--- src/rtl/pc_fetch_unit.sv ---
// pc_fetch_unit: architectural PC register and req/ack instruction-fetch sequencer
// with next-PC selection and sticky misalignment/timeout fault capture.
module pc_fetch_unit #(
    parameter logic [31:0] RESET_PC = 32'h0000_0000,
    parameter int          TIMEOUT  = 16
) (
    input  logic        clk,
    input  logic        rst_n,
    output logic [31:0] pc,
    input  logic [31:0] pc_plus4,
    input  logic [31:0] pc_branch,
    input  logic [31:0] pc_jump,
    input  logic [1:0]  pc_src,
    input  logic        stall,
    output logic        imem_req,
    output logic [31:0] imem_addr,
    input  logic        imem_ack,
    input  logic [31:0] instr_in,
    output logic [31:0] instr_out,
    output logic        instr_valid,
    output logic        fault,
    output logic [1:0]  fault_code,
    output logic [31:0] fault_addr
);
    localparam int CW = $clog2(TIMEOUT);

    typedef enum logic [1:0] {IDLE, REQ, ISSUE, ERR} state_t;

    state_t        state_q, state_d;
    logic [31:0]   pc_q, pc_d;
    logic [31:0]   instr_q, instr_d;
    logic [31:0]   fault_addr_q, fault_addr_d;
    logic [1:0]    fault_code_q, fault_code_d;
    logic [CW-1:0] cnt_q, cnt_d;
    logic [31:0]   next_pc;
    logic          timed_out;

    assign next_pc   = pc_src == 2'b01 ? pc_branch : pc_src == 2'b10 ? pc_jump : pc_plus4;
    assign timed_out = cnt_q == CW'(TIMEOUT - 1);

    always_comb begin
        state_d      = state_q;
        pc_d         = pc_q;
        instr_d      = instr_q;
        cnt_d        = cnt_q;
        fault_code_d = fault_code_q;
        fault_addr_d = fault_addr_q;
        case (state_q)
            IDLE: state_d = REQ;
            REQ: begin
                cnt_d = cnt_q + 1'b1;
                // an ack on the final wait cycle still completes the fetch
                if (imem_ack) begin
                    instr_d = instr_in;
                    cnt_d   = '0;
                    state_d = ISSUE;
                end else if (timed_out) begin
                    fault_code_d = 2'b10;
                    fault_addr_d = pc_q;
                    state_d      = ERR;
                end
            end
            ISSUE: begin
                if (!stall) begin
                    if (next_pc[1:0] != 2'b00) begin
                        fault_code_d = 2'b01;
                        fault_addr_d = next_pc;
                        state_d      = ERR;
                    end else begin
                        pc_d    = next_pc;
                        state_d = REQ;
                    end
                end
            end
            default: ;
        endcase
    end

    always_ff @(posedge clk) begin
        if (!rst_n) begin
            state_q      <= IDLE;
            pc_q         <= RESET_PC;
            instr_q      <= '0;
            cnt_q        <= '0;
            fault_code_q <= 2'b00;
            fault_addr_q <= '0;
        end else begin
            state_q      <= state_d;
            pc_q         <= pc_d;
            instr_q      <= instr_d;
            cnt_q        <= cnt_d;
            fault_code_q <= fault_code_d;
            fault_addr_q <= fault_addr_d;
        end
    end

    assign pc          = pc_q;
    assign imem_addr   = pc_q;
    assign imem_req    = state_q == REQ;
    assign instr_valid = state_q == ISSUE;
    assign fault       = state_q == ERR;
    assign instr_out   = instr_q;
    assign fault_code  = fault_code_q;
    assign fault_addr  = fault_addr_q;
endmodule

--- config.mk ---
export PLATFORM = sky130hd
export DESIGN_NAME = pc_fetch_unit
export DESIGN_NICKNAME = d
export VERILOG_FILES = /design/src/rtl/pc_fetch_unit.sv
export SDC_FILE = /design/constraint.sdc
export NUM_CORES = 1
export LEC_CHECK = 0
export BUFFER_PORTS_ARGS = -buffer_cell sky130_fd_sc_hd__buf_2
export CORE_AREA = 5 5 112 114
export DETAILED_ROUTE_END_ITERATION = 6
export DIE_AREA = 0 0 117 119
export GPL_TIMING_DRIVEN = 1
export PLACE_DENSITY = 0.89
export SETUP_SLACK_MARGIN = 0.5
export SLEW_MARGIN = 20
export SYNTH_ARGS = -nofsm -noshare
export SYNTH_HDL_FRONTEND = slang
export SYNTH_SLANG_ARGS = --single-unit
--- constraint.sdc ---
create_clock -name clk -period 2.5 [get_ports clk]
set_clock_uncertainty 0.05 [all_clocks]
set_input_delay 0.375 -clock clk [delete_from_list [all_inputs] [get_ports clk]]
set_output_delay 0.375 -clock clk [all_outputs]
set_load 0.05 [all_outputs]
==> impl_metrics.json, run 1 <==
{
  "status": "complete, no violations",
  "cts_buffers": 9,
  "die_h_um": 119,
  "tightestPinTransition_ns": 0.4830,
  "grt_pass1_vias": 5255,
  "detail-route-antenna-nets": 0,
  "post_dp_cell_area_um2": 6335,
  "synthCells": 632,
  "hpwl_mm": 12.12,
  "ys_types": 40,
  "drt_iter0_drc": 337,
  "finalNonFillerCells": 996,
  "die_x_um": 117,
  "required_ns": 2.67,
  "dr.pass1.iters": 5,
  "fin_nets": 987,
  "drc": 0,
  "worstSetupStartpointType": "register",
  "dp.cells": 973,
  "peakVddDrop_mv": 0.4496,
  "power.density_nw_per_um2": 796.1,
  "pre_cts_slack_ns": 0.1819,
  "routedWlPerCell_um": 16.40,
  "total_power_mw": 5.359,
  "cp_slowest_stage_delay_ns": 0.38,
  "cts_hold_buf": 0,
  "setup_viol": 0,
  "antenna_found_initial": 1,
  "mostFrequentLayoutCell": "buf_2",
  "synth_edf_count": 0,
  "synthXorXnorAreaFrac_pct": 0.3442,
  "cts_tree": "built",
  "ys_seq_area_share_pct": 40.91,
  "coreArea_um2": 11320,
  "ioPinCount": 267,
  "critPathMaxFanout": 30,
  "synthesis.nets": 770,
  "hold_viol": 0,
  "cts.root.buffer_cell": "clkbuf_16",
  "die_area_um2": 13920,
  "grt_use_total_pct": 22.32,
  "num_vias": 5312,
  "row_count": 39,
  "relSlewSlack_pct": 67.80,
  "cts_buffer_depth": 2,
  "grt_overflow": 0,
  "grt_max_degree": 51,
  "setup_ws_ns": 0.5927,
  "grt_setup_unrepaired": "no",
  "critPathKind": "register to register",
  "critPathCaptureType": "register",
  "fin_crit_ns": 1.907,
  "drt_wl_total_mm": 16.33,
  "fin_util_pct": 59.46,
  "placement.io_buffers": 266,
  "synthMuxAreaShare_pct": 2.754,
  "period_share_pct": 76.29,
  "drv_cap": 0,
  "async_reset_ff_share_pct": 0,
  "maxSlewViolCount": 0,
  "clock_sinks": 104,
  "synth_compound_area_share_pct": 23.31,
  "multi_input_area_um2": 2609,
  "min_path_type": "primary input to register",
  "cp.arrival_ns": 2.08,
  "synth.avg_cell_area_um2": 8.052,
  "synth_top_family_by_area": "compound AO/OA/AOI/OAI gates",
  "clock_latency_ns": 0.33,
  "final-seq-area_um2": 2086,
  "netlist_area_um2": 5089,
  "fin_setup_tns_ns": 0,
  "ys_ff_latch": 104,
  "whs_ns": 0.2368,
  "grt_first_pass_wirelength_mm": 25.34,
  "htree_levels": 3,
  "p_leak_nw": 3.130,
  "drive_above_1_share_pct": 38.03,
  "synthAdderAreaFrac_pct": 0.9835,
  "path_cells": "inv_1 -> ha_4 -> nor2b_2 -> a41oi_4 -> a2111o_1 -> buf_12 -> o221ai_1 -> nor2_1",
  "fill_cells": 1009,
  "place_congestion": 0.8125,
  "fin_area_um2": 6731,
  "initial_core_util_pct": 44.95,
  "worst_path_max_delay_cell": "dfxtp_2",
  "final_cell_mix": "buf_2 (266), nand2_1 (128), dfxtp_1 (101), nor2_1 (68), a21boi_0 (33)",
  "fmax_mhz": 524.3,
  "synth_flop_cell": "dfxtp_1",
  "areaGrowthSynthToFinish_pct": 32.28,
  "synth_simple_gate_area_share_pct": 22.15,
  "synth-warning-count": 0,
  "post_drt_via_cell_ratio": 5.333,
  "clk_pin_slew_worst_paths_ns": 0.07
}
## metal layers
| layer | vias up | wire (um) | global-route usage [%] |
|---|---|---|---|
| met4 | 0 | 230 | 6.738 |
| met3 | 18 | 1559 | 5.882 |
| met5 | - | 0 | 0 |
| met1 | 2456 | 6266 | 25.46 |
| li1 | 2594 | - | - |
| met2 | 244 | 8275 | 40.15 |
## Yosys cell counts, drive strengths merged (4+ instances only)
cell type	number	share of area, %
a211oi	14	2.2
a21boi	63	9.3
a21oi	17	1.7
buf	50	6.7
clkbuf	36	2.7
dfxtp	104	41
ha	4	0.98
mux2i	14	2.8
nand2	128	9.4
nand2b	4	0.49
nor2	69	5.1
nor2b	19	2.3
nor3	31	3.0
o221a	4	0.89
o221ai	32	5.6
o22ai	18	2.2
## registers in the layout, indices dropped and copies added (netlist names)
name	count
imem_addr	32
state_q	2
cnt_q	4
fault_addr	32
instr_out	32
fault_code	2
## cell type report
class	instances	share of cell area [%]
multi-input combinational	439	38.75
antenna	1	0.03717
clock inverter	4	0.7063
tap	143	2.658
clock buffer	10	3.401
timing repair buffer	292	23.29
sequential	104	30.99
inverter	3	0.1673
## worst paths after layout
check / start / to / slack (ns) / cells past startpoint
hold / removal: instr_in[16] / instr_out[16]$_SDFFE_PN0P_ / 0.24 / 3
setup reg to reg: state_q[1]$_SDFFE_PN0P_ / fault_addr[27]$_SDFFE_PN0P_ / 0.59 / 8
hold reg to reg: instr_out[1]$_SDFFE_PN0P_ / instr_out[1]$_SDFFE_PN0P_ / 0.41 / 2
setup / recovery: state_q[1]$_SDFFE_PN0P_ / fault_addr[27]$_SDFFE_PN0P_ / 0.59 / 8
## cells by family (layout without fill, tap and decap cells)
family / Yosys count / count (layout)
AO/OA/AOI/OAI: 155 / 155
buffers and inverters: 89 / 309
XOR/XNOR: 2 / 2
AND/OR/NAND/NOR: 264 / 264
other: 0 / 1
adder cells (fa/ha/maj): 4 / 4
flip-flops: 104 / 104
multiplexers: 14 / 14
## worst max-delay path: cells and delay by family (launching register included)
kind                     cells  cell delay, ns
buffers and inverters        2            0.28
AND/OR/NAND/NOR              2            0.23
AO/OA/AOI/OAI                3            0.64
flip-flops                   1            0.38
adder cells (fa/ha/maj)      1            0.21
## where the power goes
| part | switching, mW | total (mW) | internal (mW) |
|---|---|---|---|
| clock network | 0.585 | 1.35 | 0.763 |
| logic | 1.40 | 2.01 | 0.616 |
| registers | 0.125 | 2.00 | 1.87 |
| total | 2.11 | 5.36 | 3.25 |
## what timing repair did
action	in CTS	in global routing
resized for setup	6	9
endpoints found under the setup margin	31	33
buffers inserted	2	6
pin swaps	0	1
Note: power is estimated with default switching activity, not from simulation.
==> inputs of run 2 (changes only) <==
--- a/config.mk
+++ b/config.mk
@@ -5,12 +5,13 @@
 export SDC_FILE = /design/constraint.sdc
 export NUM_CORES = 1
 export LEC_CHECK = 0
+export ABC_AREA = 1
 export BUFFER_PORTS_ARGS = -buffer_cell sky130_fd_sc_hd__buf_2
-export CORE_AREA = 5 5 112 114
+export CORE_AREA = 5 5 114 116
 export DETAILED_ROUTE_END_ITERATION = 6
-export DIE_AREA = 0 0 117 119
+export DIE_AREA = 0 0 119 121
 export GPL_TIMING_DRIVEN = 1
-export PLACE_DENSITY = 0.89
+export PLACE_DENSITY = 0.88
 export SETUP_SLACK_MARGIN = 0.5
 export SLEW_MARGIN = 20
 export SYNTH_ARGS = -nofsm -noshare
==> constraint.sdc (replaced) <==
create_clock -name clk -period 1.85 [get_ports clk]
set_clock_uncertainty 0.05 [all_clocks]
set_input_delay 0.2775 -clock clk [delete_from_list [all_inputs] [get_ports clk]]
set_output_delay 0.2775 -clock clk [all_outputs]
set_load 0.05 [all_outputs]
==> impl_metrics.json, run 2 <==
{
  "initial_core_util_pct": 44.86,
  "die_h_um": 121,
  "async_reset_ff_share_pct": 0,
  "post_dp_cell_area_um2": 6653,
  "fin_nets": 1227,
  "tightestPinTransition_ns": 0.4015,
  "ioPinCount": 267,
  "power.density_nw_per_um2": 1559,
  "drive_above_1_share_pct": 41.22,
  "clock_sinks": 104,
  "synth.most_common_cell": "nand2_1",
  "netlist_area_um2": 5299,
  "ys_ff_latch": 104,
  "crit_path_start": "state_q[1]$_SDFFE_PN0P_",
  "detail-route-antenna-nets": 0,
  "worstRegToRegCells": 9,
  "status": "complete, no violations",
  "clock_latency_ns": 0.34,
  "cp.arrival_ns": 1.37,
  "cts_buffer_depth": 2,
  "placement.io_buffers": 266,
  "critPathCaptureType": "output port",
  "place_congestion": 0.8256,
  "dp.cells": 1193,
  "setup_viol": 0,
  "synthCells": 836,
  "synth_flop_cell": "dfxtp_1",
  "fin_area_um2": 8038,
  "die_x_um": 119,
  "synth_edf_count": 0,
  "maxSlewViolCount": 0,
  "cts_hold_buf": 0,
  "ys_seq_area_share_pct": 39.29,
  "hold_viol": 0,
  "grt_overflow": 0,
  "grt_setup_unrepaired": "yes",
  "areaGrowthSynthToFinish_pct": 51.69,
  "drv_cap": 0,
  "drt_iter0_drc": 509,
  "fmax_mhz": 589.5,
  "post_drt_via_cell_ratio": 5.054,
  "fin_setup_tns_ns": 0,
  "grt_use_total_pct": 24.77,
  "critPathMaxFanout": 6,
  "fill_cells": 960,
  "critPathKind": "register to output port",
  "cts_tree": "built",
  "fin_crit_ns": 1.696,
  "cts.root.buffer_cell": "clkbuf_16",
  "r2r-start": "cnt_q[0]$_SDFFE_PN0P_",
  "synth-warning-count": 0,
  "grt_max_degree": 47,
  "hpwl_mm": 12.61,
  "yosys.area.top_type": "dfxtp_1",
  "crit_end": "imem_req",
  "required_ns": 1.52,
  "whs_ns": 0.1138,
  "relSlewSlack_pct": 73.24,
  "htree_levels": 3,
  "clk_pin_slew_worst_paths_ns": 0.07,
  "worstSetupStartpointType": "register",
  "die_area_um2": 14400,
  "grt_pass1_vias": 5823,
  "synth.avg_cell_area_um2": 6.338,
  "drc": 0,
  "dr.pass1.iters": 5,
  "ys_types": 29,
  "r2r_slack_ns": 0.18,
  "peakVddDrop_mv": 0.7441,
  "antenna_found_initial": 0,
  "grt_first_pass_wirelength_mm": 28.88,
  "min_path_type": "primary input to register",
  "coreArea_um2": 11810,
  "synthesis.nets": 974,
  "finalNonFillerCells": 1242,
  "p_leak_nw": 4.205,
  "r2r-end": "fault_addr[19]$_SDFFE_PN0P_",
  "drt_wl_total_mm": 20.02,
  "routedWlPerCell_um": 16.12,
  "row_count": 40,
  "final_cell_mix": "nand2_1 (206), buf_2 (206), nor2_1 (136), dfxtp_1 (93), inv_1 (66)",
  "cts_buffers": 9,
  "synth_top_cell_area_share_pct": 39.29,
  "num_vias": 6277,
  "period_share_pct": 91.70,
  "synthTopCellsByArea": "dfxtp_1 (39%), nand2_1 (16%), nor2_1 (13%)",
  "synth_commonest_cells": "nand2_1 (226), nor2_1 (183), dfxtp_1 (104)"
}
## run 2: cell type report
cell class	count	area, um2	area share [%]
Clock buffer	10	239.0	2.973
Clock inverter	6	75.07	0.9340
Antenna cell	1	2.502	0.03113
Sequential cell	104	2101	26.14
Timing Repair Buffer	316	2253	28.04
Inverter	77	324.1	4.032
Tap cell	147	183.9	2.288
Multi-Input combinational cell	581	2859	35.57
## run 2: timing repair
item | in CTS | in global routing
pin swaps | 17 | 18
cloned | 6 | 6
setup endpoints to repair | 127 | 139
buffers inserted | 13 | 7
gates resized for setup | 100 | 124
## run 2: kinds of logic after synthesis
logic type	Yosys count	synth area share, %
simple gates	473	35.80
buf+inv	151	13.65
compound gates	104	10.32
fa+ha+maj	4	0.9445
flops	104	39.29
## run 2: how the worst min path moves through the flow
stage                               start                    endpoint  slack, ns  cells past startpoint
2_1_floorplan                instr_in[19]  instr_out[19]$_SDFFE_PN0P_       0.39                      2
3_3_place_gp   fault_code[1]$_SDFFE_PN0P_  fault_code[1]$_SDFFE_PN0P_       0.40                      2
3_5_place_dp   fault_code[1]$_SDFFE_PN0P_  fault_code[1]$_SDFFE_PN0P_       0.41                      2
4_1_cts                       instr_in[0]   instr_out[0]$_SDFFE_PN0P_       0.11                      3
5_1_grt                      instr_in[17]  instr_out[17]$_SDFFE_PN0P_       0.13                      3
6_report                     instr_in[17]  instr_out[17]$_SDFFE_PN0P_       0.11                      3
## run 2: worst max-delay path: stages (launching register included)
cell and delay, ns:
dfxtp_4 0.38, inv_2 0.05, ha_4 0.20, buf_4 0.15
buf_6 0.11, buf_8 0.14
## run 2: metrics by stage
stage | setup slack [ns] | total power, mW | util [%]
after floorplan | 0.1938 | 7.365 | -
after global placement | 0.1528 | 8.444 | 56.32
after detailed placement | 0.08048 | 8.562 | 56.32
after CTS | 0.2353 | 11.63 | 63.21
after global routing | 0.1188 | 13.18 | 68.03
final | 0.1536 | 12.53 | 68.05
## run 2: where the power goes
group          total, mW  switching [mW]  internal, mW
sequential          3.23           0.393          2.84
combinational       7.30            4.71          2.59
clock               2.00           0.890          1.11
total               12.5            5.99          6.54
## run 2: metal layers
layer	vias up	part of all wire (%)	GRT usage (%)	wire length (um)
li1	3068	-	-	-
met1	2813	38	28.73	7627
met2	336	51	45.28	10180
met3	60	8.1	4.429	1628
met4	0	2.9	9.269	578
met5	-	0	0	0
==> inputs of run 3 (changes only) <==
==> config.mk (replaced) <==
export PLATFORM = sky130hd
export DESIGN_NAME = pc_fetch_unit
export DESIGN_NICKNAME = d
export VERILOG_FILES = /design/src/rtl/pc_fetch_unit.sv
export SDC_FILE = /design/constraint.sdc
export NUM_CORES = 1
export LEC_CHECK = 0
export ABC_AREA = 0
export BUFFER_PORTS_ARGS = -buffer_cell sky130_fd_sc_hd__buf_2
export CORE_AREA = 5 5 112 114
export DETAILED_ROUTE_END_ITERATION = 6
export DIE_AREA = 0 0 117 119
export GPL_TIMING_DRIVEN = 1
export PLACE_DENSITY = 0.89
export SETUP_SLACK_MARGIN = 0.5
export SLEW_MARGIN = 0
export SYNTH_ARGS = -nofsm -noshare
export SYNTH_HDL_FRONTEND = slang
export SYNTH_SLANG_ARGS = --single-unit
==> impl_metrics.json, run 3 (synthesized netlist as in run 1, its figures left out) <==
{
  "drive_above_1_share_pct": 56.92,
  "drt_wl_total_mm": 19.44,
  "row_count": 39,
  "routedWlPerCell_um": 18.58,
  "cts.root.buffer_cell": "clkbuf_16",
  "multi_input_area_um2": 3174,
  "peakVddDrop_mv": 0.9826,
  "fin_setup_tns_ns": -0.01419,
  "setup_ws_ns": -0.01185,
  "whs_ns": 0.1153,
  "grt_setup_unrepaired": "yes",
  "setup_viol": 2,
  "clock_latency_ns": 0.34,
  "grt_overflow": 0,
  "r2r_slack_ns": -0.01,
  "detail-route-antenna-nets": 0,
  "violations": "setup timing",
  "min_path_type": "primary input to register",
  "worstRegToRegCells": 10,
  "finalNonFillerCells": 1046,
  "r2r-end": "fault_addr[22]$_SDFFE_PN0P_",
  "worstSetupStartpointType": "register",
  "fmax_mhz": 537.1,
  "fin_area_um2": 8348,
  "grt_pass1_vias": 5479,
  "drv_cap": 0,
  "cp.arrival_ns": 2.05,
  "dp.cells": 986,
  "die_area_um2": 13920,
  "ioPinCount": 267,
  "r2r-start": "state_q[0]$_SDFFE_PN0P_",
  "final_cell_mix": "buf_2 (192), dfxtp_1 (80), buf_4 (72), nor2_1 (68), nand2_2 (64)",
  "period_share_pct": 100.6,
  "required_ns": 2.04,
  "whs_path_depth": 3,
  "hpwl_mm": 12.07,
  "place_congestion": 0.7995,
  "hold_viol": 0,
  "final-seq-area_um2": 2117,
  "die_h_um": 119,
  "power.density_nw_per_um2": 1054,
  "tightestPinTransition_ns": 0.4383,
  "drc": 0,
  "maxSlewViolCount": 0,
  "dr.pass1.iters": 6,
  "fin_crit_ns": 1.862,
  "antenna_found_initial": 0,
  "mostFrequentLayoutCell": "buf_2",
  "placement.io_buffers": 266,
  "fill_cells": 800,
  "critPathKind": "register to register",
  "initial_core_util_pct": 44.95,
  "cts_tree": "built",
  "critPathMaxFanout": 6,
  "critPathCaptureType": "register",
  "p_leak_nw": 3.660,
  "n_antenna_cell": 0,
  "die_x_um": 117,
  "cts_buffer_depth": 2,
  "post_dp_cell_area_um2": 6481,
  "total_power_mw": 8.795,
  "fin_nets": 1036,
  "min_from": "instr_in[2]",
  "clock_sinks": 104,
  "post_drt_via_cell_ratio": 5.466,
  "num_vias": 5717,
  "cts_buffers": 9,
  "areaGrowthSynthToFinish_pct": 64.05,
  "clk_pin_slew_worst_paths_ns": 0.07,
  "cts_hold_buf": 0,
  "coreArea_um2": 11320,
  "status": "finished, violations left",
  "grt_first_pass_wirelength_mm": 26.88,
  "htree_levels": 3,
  "drt_iter0_drc": 388,
  "grt_use_total_pct": 24.08,
  "relSlewSlack_pct": 70.78,
  "grt_max_degree": 106,
  "min_to": "instr_out[2]$_SDFFE_PN0P_"
}
-- run 3: changes by cell type in the layout (fill, tap and decap cells not counted), sizes merged, moves of 19 or more --
cell,previous run,this run
nand3,41,1
o221ai,0,32
nor3,3,31
o21ai,51,0
nand2,227,132
nor2,186,69
inv,74,4
nor2b,0,19
a21boi,0,63
buf,286,321
a21oi,36,17
-- run 3: report_power, final --
part / internal [mW] / switching, mW
clock: 1.09 / 0.849
sequential: 2.54 / 0.207
combinational: 1.73 / 2.38
total: 5.35 / 3.44
-- run 3: worst max-delay path by stage --
stage	from	to	slack, ns	cells past startpoint
finish	state_q[0]$_SDFFE_PN0P_	fault_addr[22]$_SDFFE_PN0P_	-0.01	10
global route	state_q[0]$_SDFFE_PN0P_	fault_addr[6]$_SDFFE_PN0P_	-0.08	10
CTS	cnt_q[0]$_SDFFE_PN0P_	fault_addr[13]$_SDFFE_PN0P_	0.03	9
detailed placement	pc_src[0]	imem_addr[12]$_SDFFE_PN0P_	-0.19	8
global placement	cnt_q[0]$_SDFFE_PN0P_	fault_addr[26]$_SDFFE_PN0P_	-0.11	8
floorplan	state_q[0]$_SDFFE_PN0P_	fault_addr[10]$_SDFFE_PN0P_	-0.07	10
-- run 3: stage by stage --
| step | setup WS, ns | utilization [%] |
|---|---|---|
| final | -0.01185 | 73.74 |
| after floorplan | -0.07402 | - |
| after detailed placement | -0.1884 | 57.25 |
| after global placement | -0.1103 | 57.25 |
| after global routing | -0.08207 | 73.74 |
| after CTS | 0.03059 | 66.94 |
-- run 3: metal layers --
layer  track usage [%]  vias up  wire (um)
met1             26.51     2672       7257
li1                  -     2704          -
met2             43.81      290       9816
met5                 0        -          0
met4             8.746        0        605
met3             6.187       51       1759
-- run 3: repair_timing --
item	CTS	global route
buffers inserted	12	13
endpoints found under the setup margin	145	167
cloned	10	9
gates resized for setup	153	173
pin swaps	26	59
-- run 3: layout make-up --
class                   count  area share, %
clock inverters             6         0.8094
inverters                   3         0.1649
repair buffers            337          30.64
flip-flops and latches    104          25.36
multi-input cells         443          38.02
clock buffers              10          2.863
well taps                 143          2.143
-- run 3: worst max-delay path, stage by stage (launching register included) --
cell       delay [ns]
dfxtp_4          0.36
buf_6            0.10
ha_4             0.17
nor2b_4          0.05
a41oi_4          0.25
buf_6            0.17
a211oi_4         0.04
buf_6            0.15
clkbuf_16        0.16
nor3_1           0.17
nor2_1           0.06
